==> src/rtl/fifo_pkg.sv <==
// -----------------------------------------------------------------------------
// fifo_pkg
// Shared definitions for blocks that sit on the read side of sync_fifo.
//   state_t         : reader FSM state encoding (IDLE / BURST / FLUSH)
//   clamp_burst_len : maps a raw burst-length request onto 1..depth
// -----------------------------------------------------------------------------
package fifo_pkg;

   typedef enum logic [1:0] {
      ST_IDLE  = 2'd0,
      ST_BURST = 2'd1,
      ST_FLUSH = 2'd2
   } state_t;

   // A request of 0 still moves one word; anything above the FIFO depth could
   // never be satisfied by the almost-empty flag, so it is pulled down to depth.
   function automatic int unsigned clamp_burst_len(input int unsigned raw,
                                                   input int unsigned depth);
      if (raw == 0) begin
         return 1;
      end else if (raw > depth) begin
         return depth;
      end else begin
         return raw;
      end
   endfunction

endpackage

==> src/rtl/fifo_burst_reader_if.sv <==
// -----------------------------------------------------------------------------
// fifo_burst_reader_if
// Bundles the two handshakes of fifo_burst_reader.
//   FIFO side   : i_valid_m, i_fifo_data, i_almostempty (in), o_ready_m (out)
//   stream side : o_valid, o_data, o_last (out), i_ready (in)
// Handshake rule on both sides: a word moves on a rising clock edge where
// valid and ready are both 1; once raised, valid/data hold until that edge.
// Modports:
//   master : the reader itself (i_* inputs, o_* outputs)
//   slave  : the environment (FIFO + downstream consumer)
// -----------------------------------------------------------------------------
interface fifo_burst_reader_if #(
   parameter int DATA_WIDTH = 32
);
   logic                  i_valid_m;
   logic [DATA_WIDTH-1:0] i_fifo_data;
   logic                  i_almostempty;
   logic                  o_ready_m;
   logic                  o_valid;
   logic                  i_ready;
   logic [DATA_WIDTH-1:0] o_data;
   logic                  o_last;

   modport master (
      input  i_valid_m, i_fifo_data, i_almostempty, i_ready,
      output o_ready_m, o_valid, o_data, o_last
   );

   modport slave (
      output i_valid_m, i_fifo_data, i_almostempty, i_ready,
      input  o_ready_m, o_valid, o_data, o_last
   );
endinterface

==> src/rtl/stream_out_reg.sv <==
// -----------------------------------------------------------------------------
// stream_out_reg
// One-entry valid/ready output register.
//   i_clk, i_rst_n : clock, asynchronous active-low reset
//   i_load         : capture i_din this edge (caller guarantees slot is free)
//   i_din          : payload to capture
//   i_ready        : downstream accepts the held payload this edge
//   o_valid        : payload held
//   o_dout         : held payload, stable while o_valid & ~i_ready
// -----------------------------------------------------------------------------
module stream_out_reg #(
   parameter int W = 33
) (
   input  logic         i_clk,
   input  logic         i_rst_n,
   input  logic         i_load,
   input  logic [W-1:0] i_din,
   input  logic         i_ready,
   output logic         o_valid,
   output logic [W-1:0] o_dout
);

   always_ff @(posedge i_clk or negedge i_rst_n) begin
      if (!i_rst_n) begin
         o_valid <= 1'b0;
         o_dout  <= '0;
      end else if (i_load) begin
         o_valid <= 1'b1;
         o_dout  <= i_din;
      end else if (i_ready) begin
         o_valid <= 1'b0;
      end
   end

endmodule

==> src/rtl/fifo_burst_reader.sv <==
// -----------------------------------------------------------------------------
// fifo_burst_reader
// Drains a first-word-fall-through sync_fifo and re-emits its words as
// fixed-length bursts with a last marker. Residual words that never reach a
// full burst are flushed as single-beat bursts after a programmable idle time.
//   i_clk, i_rst_n : clock, asynchronous active-low reset
//   bus            : FIFO-side and stream-side handshakes (master modport)
//   i_burst_len    : burst length, clamped to 1..FIFO_DEPTH, latched per burst
//   i_timeout      : idle cycles before a flush; 0 disables flushing
//   o_busy         : FSM active or an output word pending
//   o_flush        : FSM is draining residual words
//   o_dbg_state    : current FSM state
// -----------------------------------------------------------------------------
module fifo_burst_reader
   import fifo_pkg::*;
#(
   parameter int DATA_WIDTH = 32,
   parameter int FIFO_DEPTH = 8,
   parameter int AW         = $clog2(FIFO_DEPTH),
   parameter int TW         = 8
) (
   input  logic                i_clk,
   input  logic                i_rst_n,
   fifo_burst_reader_if.master bus,
   input  logic [AW:0]         i_burst_len,
   input  logic [TW-1:0]       i_timeout,
   output logic                o_busy,
   output logic                o_flush,
   output state_t              o_dbg_state
);

   state_t          state_q, state_d;
   logic [AW:0]     cnt_q, cnt_d;
   logic [AW:0]     len_q, len_d;
   logic [TW-1:0]   timer_q, timer_d;
   logic [AW:0]     eff_len;
   logic            slot_free;
   logic            pop;
   logic            beat_last;
   logic            out_valid;
   logic            out_last;
   logic [DATA_WIDTH-1:0] out_data;

   assign eff_len = (AW+1)'(clamp_burst_len(32'(i_burst_len), 32'(FIFO_DEPTH)));

   // The output slot is free when empty or being drained this edge; the FIFO
   // request deliberately ignores i_valid_m so it never loops back into it.
   assign slot_free     = ~out_valid | bus.i_ready;
   assign bus.o_ready_m = (state_q != ST_IDLE) & slot_free;
   assign pop           = bus.o_ready_m & bus.i_valid_m;

   // Flushed words are always single-beat bursts.
   assign beat_last = (state_q == ST_FLUSH) | (cnt_q == len_q - (AW+1)'(1));

   always_ff @(posedge i_clk or negedge i_rst_n) begin
      if (!i_rst_n) begin
         state_q <= ST_IDLE;
         cnt_q   <= '0;
         len_q   <= (AW+1)'(1);
         timer_q <= '0;
      end else begin
         state_q <= state_d;
         cnt_q   <= cnt_d;
         len_q   <= len_d;
         timer_q <= timer_d;
      end
   end

   always_comb begin
      state_d = state_q;
      cnt_d   = cnt_q;
      len_d   = len_q;
      timer_d = '0;
      case (state_q)
         ST_IDLE: begin
            if (bus.i_valid_m && !bus.i_almostempty) begin
               state_d = ST_BURST;
               len_d   = eff_len;
               cnt_d   = '0;
            end else if ((i_timeout != '0) && (timer_q == i_timeout)) begin
               state_d = ST_FLUSH;
            end else if (bus.i_valid_m) begin
               // Reaching here with data means almost-empty is set: the
               // residue is too small for a burst, so count idle time.
               timer_d = (timer_q == '1) ? timer_q : timer_q + TW'(1);
            end
         end
         ST_BURST: begin
            if (pop) begin
               if (beat_last) begin
                  state_d = ST_IDLE;
                  cnt_d   = '0;
               end else begin
                  cnt_d = cnt_q + (AW+1)'(1);
               end
            end
         end
         ST_FLUSH: begin
            if (!bus.i_valid_m && slot_free) begin
               state_d = ST_IDLE;
            end
         end
         default: begin
            state_d = ST_IDLE;
         end
      endcase
   end

   stream_out_reg #(
      .W (DATA_WIDTH + 1)
   ) u_out (
      .i_clk   (i_clk),
      .i_rst_n (i_rst_n),
      .i_load  (pop),
      .i_din   ({bus.i_fifo_data, beat_last}),
      .i_ready (bus.i_ready),
      .o_valid (out_valid),
      .o_dout  ({out_data, out_last})
   );

   assign bus.o_valid = out_valid;
   assign bus.o_data  = out_data;
   assign bus.o_last  = out_last;

   assign o_busy      = (state_q != ST_IDLE) | out_valid;
   assign o_flush     = (state_q == ST_FLUSH);
   assign o_dbg_state = state_q;

endmodule
==> src/flat_wrapper.sv <==
// flat-port wrapper written by rule: the top's interface ports become plain ports
module fifo_burst_reader_flat import fifo_pkg::*;
#(
   parameter int DATA_WIDTH = 32,
   parameter int FIFO_DEPTH = 8,
   parameter int AW         = $clog2(FIFO_DEPTH),
   parameter int TW         = 8
)
  (i_clk, i_rst_n, i_burst_len, i_timeout, o_busy, o_flush, o_dbg_state, bus_i_valid_m, bus_i_fifo_data, bus_i_almostempty, bus_i_ready, bus_o_ready_m, bus_o_valid, bus_o_data, bus_o_last);
  fifo_burst_reader_if #(.DATA_WIDTH(DATA_WIDTH)) bus_i ();
  input  logic i_clk;
  input  logic i_rst_n;
  input  logic [AW:0] i_burst_len;
  input  logic [TW-1:0] i_timeout;
  output logic o_busy;
  output logic o_flush;
  output state_t o_dbg_state;
  input wire logic [$bits(bus_i.i_valid_m)-1:0] bus_i_valid_m;
  input wire logic [$bits(bus_i.i_fifo_data)-1:0] bus_i_fifo_data;
  input wire logic [$bits(bus_i.i_almostempty)-1:0] bus_i_almostempty;
  input wire logic [$bits(bus_i.i_ready)-1:0] bus_i_ready;
  output wire logic [$bits(bus_i.o_ready_m)-1:0] bus_o_ready_m;
  output wire logic [$bits(bus_i.o_valid)-1:0] bus_o_valid;
  output wire logic [$bits(bus_i.o_data)-1:0] bus_o_data;
  output wire logic [$bits(bus_i.o_last)-1:0] bus_o_last;
  assign bus_i.i_valid_m = bus_i_valid_m;
  assign bus_i.i_fifo_data = bus_i_fifo_data;
  assign bus_i.i_almostempty = bus_i_almostempty;
  assign bus_i.i_ready = bus_i_ready;
  assign bus_o_ready_m = bus_i.o_ready_m;
  assign bus_o_valid = bus_i.o_valid;
  assign bus_o_data = bus_i.o_data;
  assign bus_o_last = bus_i.o_last;
  fifo_burst_reader #(.DATA_WIDTH(DATA_WIDTH), .FIFO_DEPTH(FIFO_DEPTH), .AW(AW), .TW(TW)) u_core (.i_clk(i_clk), .i_rst_n(i_rst_n), .bus(bus_i), .i_burst_len(i_burst_len), .i_timeout(i_timeout), .o_busy(o_busy), .o_flush(o_flush), .o_dbg_state(o_dbg_state));
endmodule
==> config.mk <==
export PLATFORM = sky130hd
export DESIGN_NAME = fifo_burst_reader_flat
export DESIGN_NICKNAME = d
export VERILOG_FILES = /design/src/rtl/fifo_pkg.sv /design/src/rtl/fifo_burst_reader_if.sv /design/src/rtl/stream_out_reg.sv /design/src/rtl/fifo_burst_reader.sv /design/src/flat_wrapper.sv
export SDC_FILE = /design/constraint.sdc
export NUM_CORES = 1
export LEC_CHECK = 0
export CAP_MARGIN = 20
export CORE_UTILIZATION = 43
export CTS_BUF_LIST = sky130_fd_sc_hd__clkbuf_8
export DETAILED_ROUTE_END_ITERATION = 16
export PLACE_DENSITY = 0.79
export SLEW_MARGIN = 10
export SYNTH_ARGS = -nofsm -noshare
export SYNTH_HDL_FRONTEND = slang
export SYNTH_HIERARCHICAL = 1
export SYNTH_SLANG_ARGS = --single-unit
export TNS_END_PERCENT = 10
==> constraint.sdc <==
create_clock -name i_clk -period 1.7 [get_ports i_clk]
set_input_delay 0.17 -clock i_clk [delete_from_list [all_inputs] [get_ports i_clk]]
set_output_delay 0.17 -clock i_clk [all_outputs]
set_load 0.005 [all_outputs]
==> impl_metrics.toml, run 1 <==
[timing]
skew_ns = 0.01389
timing_worst_slew_pin_value_ns = 0.4239
fmax_ghz = 0.6131
timing.final.setup_violations = 0
rsz_0062_raised_after_global_routing = "no"
drv_slew = 0
timing_hold_violations_final = 0
hold-worst-slack_ns = 0.3276
postLayoutSetupSlackWorst_ns = 0.06891
slew_headroom = 0.7174
tns_ns = 0
period_needed_ns = 1.631
post-route-period-util = 0.9595

[drt]
detail_route.wl_per_cell_um = 14.19
post_drt_via_cell_ratio = 5.018
drc = 0
first_iter_violations = 125
final_antenna_net_count = 0
drt_pre_antenna_iters = 4
wl_mm = 5.477
route.vias.total = 1937

[pwr]
pwr_density_cell_nw_per_um2 = 1315
power.net_switching_w = 0.001487
p_seq_frac = 0.392
clock_power_share = 0.141
power_switching_share = 0.2921
internal-power_w = 0.003602
irDropWorstVdd_v = 0.0007925
p_leak_nw = 1.659
combPwrFrac = 0.467

[grt]
grt_antenna_before_repair = 0
first_global_vias = 1942
grt_first_pass_wirelength_mm = 8.963
grt.overflow.total = 0
grt_use_met3 = 0.05618
grt_util_met1 = 0.2273
global_route.usage.total = 0.1799
most_used_routing_layer_in_global_routing = "met2"
grt_max_degree = 37
globalRouteMet2Util = 0.2992

[floorplan]
die_area_sq_um = 6529
dieWidth_um = 80.80
die_h_um = 80.80
core_area_sq_um = 5956
io-pin-count = 88
num_rows = 28
initial_core_utilization = 0.4483

[synth]
mappedNetlistNets = 256
part_of_the_yosys_area_used_for_sequential_elements = 0.4878
synth_simple_gate_area_frac = 0.1368
fraction_of_synthesis_flops_using_an_asynchronous_set_or_reset_pin = 1.000
netlist-cell-type-count = 45
synth-adder-area-share = 0.01406
syn-instance-count = 204
synth_compound_gate_area_share = 0.07732
synth_seq_cells = 52
number_of_enable_flip_flop_cells_after_synthesis = 0
synthTopCellsByArea = "dfrtp_1 (48%), mux2_4 (16%), xor2_1 (3.0%), xnor2_1 (2.3%), buf_12 (2.2%)"
synth-main-ff-cell = "dfrtp_1"
netlist_area_sq_um = 2670
synthesized_area_per_cell_sq_um = 13.09
ys_warn_count = 6
muxShareOfSynthArea = 0.1917
synthMostInstantiatedCell = "dfrtp_1"
netlist_top_cells_count = "dfrtp_1 (51), mux2_4 (29), nand2_1 (15)"
yosys.area.top_type_share = 0.4780
synth_top_family_by_area = "multiplexers"
post-synth-top-area-cell = "dfrtp_1"
synth-xor-area-share = 0.05248

[outcome]
status = "finished, final reports clean"

[clock_network]
cts_max_level = 2
cts_made_buffers = 5
cts_tree = "built"
cts_root_buf = "clkbuf_8"
clock_tree.buffer_depth = 2
clk_latency_ns = 0.31
clk_transition_reported_paths_ns = 0.10
tritoncts_num_sinks = 52

[worst_setup_path]
r2r_start = "u_core/len_q[0]"
cp_max_fanout = 6
timing.critical_path.from = "u_core/o_dbg_state[0]"
worstSetupStartpointType = "register"
timing.critical_path.required_ns = 1.53
arrival_ns = 1.46
setup.worst_path.end_class = "output pin"
timing_worst_setup_path_type = "register to output pin"

[cells_and_area]
drive_above_1_share = 0.2572
area_growth_syn_to_layout_pct = 44.94
antenna-diode-count = 0
finish.cell_count_without_fillers = 386
final_net_count = 362

[placed_design]
detailedPlacementHpwl_mm = 4.163
dpl_worst_slack_ns = -0.05340
portBuffers = 87
place.gp.congestion = 0.7422
placed_cells_incl_taps = 376

[min_path]
min_path_type = "input port to asynchronous set/reset pin"

[job]
maxCapViolCount = 0
## power groups by stage
stage	combinational, W	sequential, W	clock, W
2_1_floorplan	0.00120	0.00199	0
3_3_place_gp	0.00225	0.00199	0
3_5_place_dp	0.00231	0.00200	0
4_1_cts	0.00231	0.00199	0.000748
5_1_grt	0.00255	0.00206	0.000783
6_report	0.00238	0.00199	0.000718
## cells by family (layout without fill, tap and decap cells)
logic type	count (synthesis)	after routing
AO/OA/AOI/OAI	25	25
XOR/XNOR	16	16
adder cells (fa/ha/maj)	3	3
buffers and inverters	11	118
flip-flops	52	52
multiplexers	36	36
AND/OR/NAND/NOR	61	61
## sequential cells by signal (all words and copies together), names as in the netlist
register	flops
u_core/len_q	4
u_core/timer_q	8
u_core/u_out/o_valid	1
u_core/u_out/o_dout	33
u_core/cnt_q	4
u_core/o_dbg_state	2
## per-stage QoR
stage | instance area (sq um) | util | power (W)
final | 3870 | 0.6498 | 0.005089
after CTS | 3844 | 0.6454 | 0.005048
after global routing | 3870 | 0.6498 | 0.005392
after floorplan | 2690 | - | 0.003185
after global placement | 3734 | 0.6269 | 0.004236
after detailed placement | 3734 | 0.6269 | 0.004305
## cells in the final DEF, fill, tap and decap left out, types with 5 or more instances in the layout
| master | count |
|---|---|
| nand2_1 | 15 |
| dfrtp_1 | 47 |
| o21ai_0 | 5 |
| buf_4 | 12 |
| nor2_1 | 10 |
| nor3_1 | 9 |
| clkdlybuf4s50_1 | 84 |
| xnor2_1 | 5 |
| mux2_2 | 5 |
| xor2_1 | 9 |
| mux2_4 | 29 |
| clkbuf_8 | 6 |
| nand2b_1 | 6 |
| inv_1 | 6 |
## repair_timing
item	CTS	global route
pin swaps	1	1
hold endpoints to repair	16	0
hold buffers	1	0
setup endpoints to repair	3	2
gates cloned	0	0
buffers inserted	1	0
gates resized for setup	5	5
## layer usage
| metal | wire length [um] | vias to the layer above | part of all wire |
|---|---|---|---|
| met2 | 2802 | 54 | 0.51 |
| met4 | 41 | 0 | 0.0075 |
| met5 | 0 | - | 0 |
| met1 | 2288 | 940 | 0.42 |
| met3 | 344 | 5 | 0.063 |
| li1 | - | 938 | - |
## critical path, cell delays in order, from the launching register on
cell and delay (ns):
dfrtp_2 0.45, nor2b_2 0.18, clkdlybuf4s50_1 0.53
## path summary, 6_finish.rpt
check	endpoint	slack, ns	cells after the start
worst max-delay path	o_flush	0.07	2
max in group asynchronous	u_core/len_q[0]	0.77	3
worst min register to register	u_core/u_out/o_dout[0]	0.51	1
min in group i_clk	u_core/len_q[2]	0.46	3
worst min-delay path	u_core/u_out/o_dout[0]	0.33	2
worst max register to register	u_core/u_out/o_dout[0]	0.08	6
## layout make-up
type | instances | area (sq um)
sequential | 52 | 1308
fill | 477 | 2086
clock buffer | 6 | 82.58
clock inverter | 2 | 11.26
multi-input combinational | 141 | 1309
timing repair buffer | 105 | 1047
inverter | 5 | 18.77
tap | 75 | 93.84
Note: power is estimated with default switching activity, not from simulation.
==> run 2, diff against run 1 <==
--- a/config.mk
+++ b/config.mk
@@ -6,8 +6,10 @@
 export NUM_CORES = 1
 export LEC_CHECK = 0
 export CAP_MARGIN = 20
+export CORE_MARGIN = 5
 export CORE_UTILIZATION = 43
 export CTS_BUF_LIST = sky130_fd_sc_hd__clkbuf_8
+export CTS_CLUSTER_SIZE = 28
 export DETAILED_ROUTE_END_ITERATION = 16
 export PLACE_DENSITY = 0.79
 export SLEW_MARGIN = 10
==> impl_metrics.toml, run 2 (synthesized netlist as in run 1, its figures left out) <==
[pwr]
power.net_switching_w = 0.001506
combPwrFrac = 0.472
pwr_density_cell_nw_per_um2 = 1315
p_seq_frac = 0.391
power_switching_share = 0.2975
clock_power_share = 0.137
post-layout-total-power_w = 0.005063
p_leak_nw = 1.668
internal-power_w = 0.003557
irDropWorstVdd_v = 0.0008357

[worst_setup_path]
r2r_start = "u_core/len_q[0]"
timing_worst_setup_path_type = "register to register"
reg2reg_setup_slack_ns = 0.04
setup.worst_path.end_class = "register"
cp_max_fanout = 2
worstSetupStartpointType = "register"
timing.critical_path.required_ns = 1.89
arrival_ns = 1.85
timing.critical_path.from = "u_core/len_q[0]"

[floorplan]
die_area_sq_um = 7885
io-pin-count = 88
dieWidth_um = 88.80
num_rows = 28
initial_core_utilization = 0.4457
core_area_sq_um = 5991
die_h_um = 88.80

[clock_network]
cts_made_buffers = 5
cts_max_level = 2
clk_latency_ns = 0.30
cts_root_buf = "clkbuf_8"
clock_tree.buffer_depth = 2
tritoncts_num_sinks = 52
cts_tree = "built"
clk_transition_reported_paths_ns = 0.10

[cells_and_area]
final_net_count = 364
antenna-diode-count = 0
layout.cells.most_common_list = "clkdlybuf4s50_1 (83), dfrtp_1 (50), mux2_4 (29)"
largest_register = "u_core/u_out/o_dout"
layout_top_registers = "u_core/u_out/o_dout x33, u_core/timer_q x8"
drive_above_1_share = 0.2556
area_growth_syn_to_layout_pct = 44.19
fillCellCount = 490
layout.cells.most_common = "clkdlybuf4s50_1"
largest_reg_flops = 33

[placed_design]
detailedPlacementHpwl_mm = 4.426
place.gp.congestion = 0.8207
portBuffers = 87

[timing]
drv_slew = 0
rsz_0062_raised_after_global_routing = "yes"
tns_ns = 0
timing_worst_slew_pin_value_ns = 0.4067
skew_ns = 0.007071
timing_hold_violations_final = 0
slew_headroom = 0.7289
timing.final.setup_violations = 0
hold-worst-slack_ns = 0.3227
post-route-period-util = 0.9747
period_needed_ns = 1.657
fmax_ghz = 0.6035

[drt]
final_antenna_net_count = 0
drt_pre_antenna_iters = 4
route.vias.total = 1903
drc = 0
wl_mm = 5.817
first_iter_violations = 59
detail_route.wl_per_cell_um = 14.99
post_drt_via_cell_ratio = 4.905

[grt]
grt_max_degree = 26
grt_antenna_before_repair = 0
first_global_vias = 1990
grt_first_pass_wirelength_mm = 9.370
grt.overflow.total = 0
global_route.usage.total = 0.1514

[outcome]
status = "finished, final reports clean"

[job]
maxCapViolCount = 0

[min_path]
min_path_type = "input port to asynchronous set/reset pin"
[run 2: power by group through the flow]
| stage | Clock (W) | Combinational (W) | Sequential, W |
|---|---|---|---|
| final | 0.000693 | 0.00239 | 0.00198 |
| after global routing | 0.000775 | 0.00257 | 0.00206 |
| after CTS | 0.000724 | 0.00239 | 0.00199 |
| after detailed placement | 0 | 0.00232 | 0.00199 |
| after global placement | 0 | 0.00226 | 0.00198 |
| after floorplan | 0 | 0.00120 | 0.00199 |
[run 2: layout make-up]
| class | count | area (sq um) | area share |
|---|---|---|---|
| flip-flops and latches | 52 | 1304 | 0.3386 |
| multi-input cells | 141 | 1304 | 0.3386 |
| repair buffers | 107 | 1040 | 0.2701 |
| well taps | 75 | 93.84 | 0.02437 |
| clock buffers | 5 | 68.82 | 0.01787 |
| clock inverters | 3 | 21.27 | 0.005525 |
| inverters | 5 | 18.77 | 0.004875 |
[run 2: repair_timing]
item                       CTS  global route
pin swaps                    0             3
resized for setup            6             1
hold endpoints to repair    15             0
hold buffers                 1             0
setup endpoints to repair    4             4
buffers inserted             3             0
[run 2: path summary, 6_finish.rpt]
check | to | cells past startpoint
min in group i_clk | u_core/len_q[0] | 3
max reg2reg | u_core/u_out/o_dout[0] | 6
min reg2reg | u_core/u_out/o_dout[18] | 1
max in group asynchronous | u_core/timer_q[5] | 3
max | u_core/u_out/o_dout[0] | 6
min | u_core/timer_q[2] | 2
[run 2: worst max-delay path, stage by stage, from the launching register on]
cell     delay (ns)
dfstp_2        0.53
inv_1          0.05
ha_4           0.29
xnor2_4        0.12
nor4_4         0.06
or2_1          0.22
mux2_2         0.26
[run 2: through the flow]
step                      area (sq um)  cells  utilization  setup WS, ns
after floorplan                   2690    204            -      0.009004
after global placement            3709    376       0.6190     -0.007368
after detailed placement          3709    376       0.6190      -0.06690
after CTS                         3842    388       0.6414      0.003022
after global routing              3850    388       0.6426      -0.01383
final                             3850    388       0.6426       0.04307
[run 2: metal layers]
layer  track usage  share of wire  vias up
met5             0              0        -
met3       0.04935          0.080        2
met1        0.1994           0.43      908
met4       0.03434         0.0033        0
met2        0.2436           0.49       58
li1              -              -      935
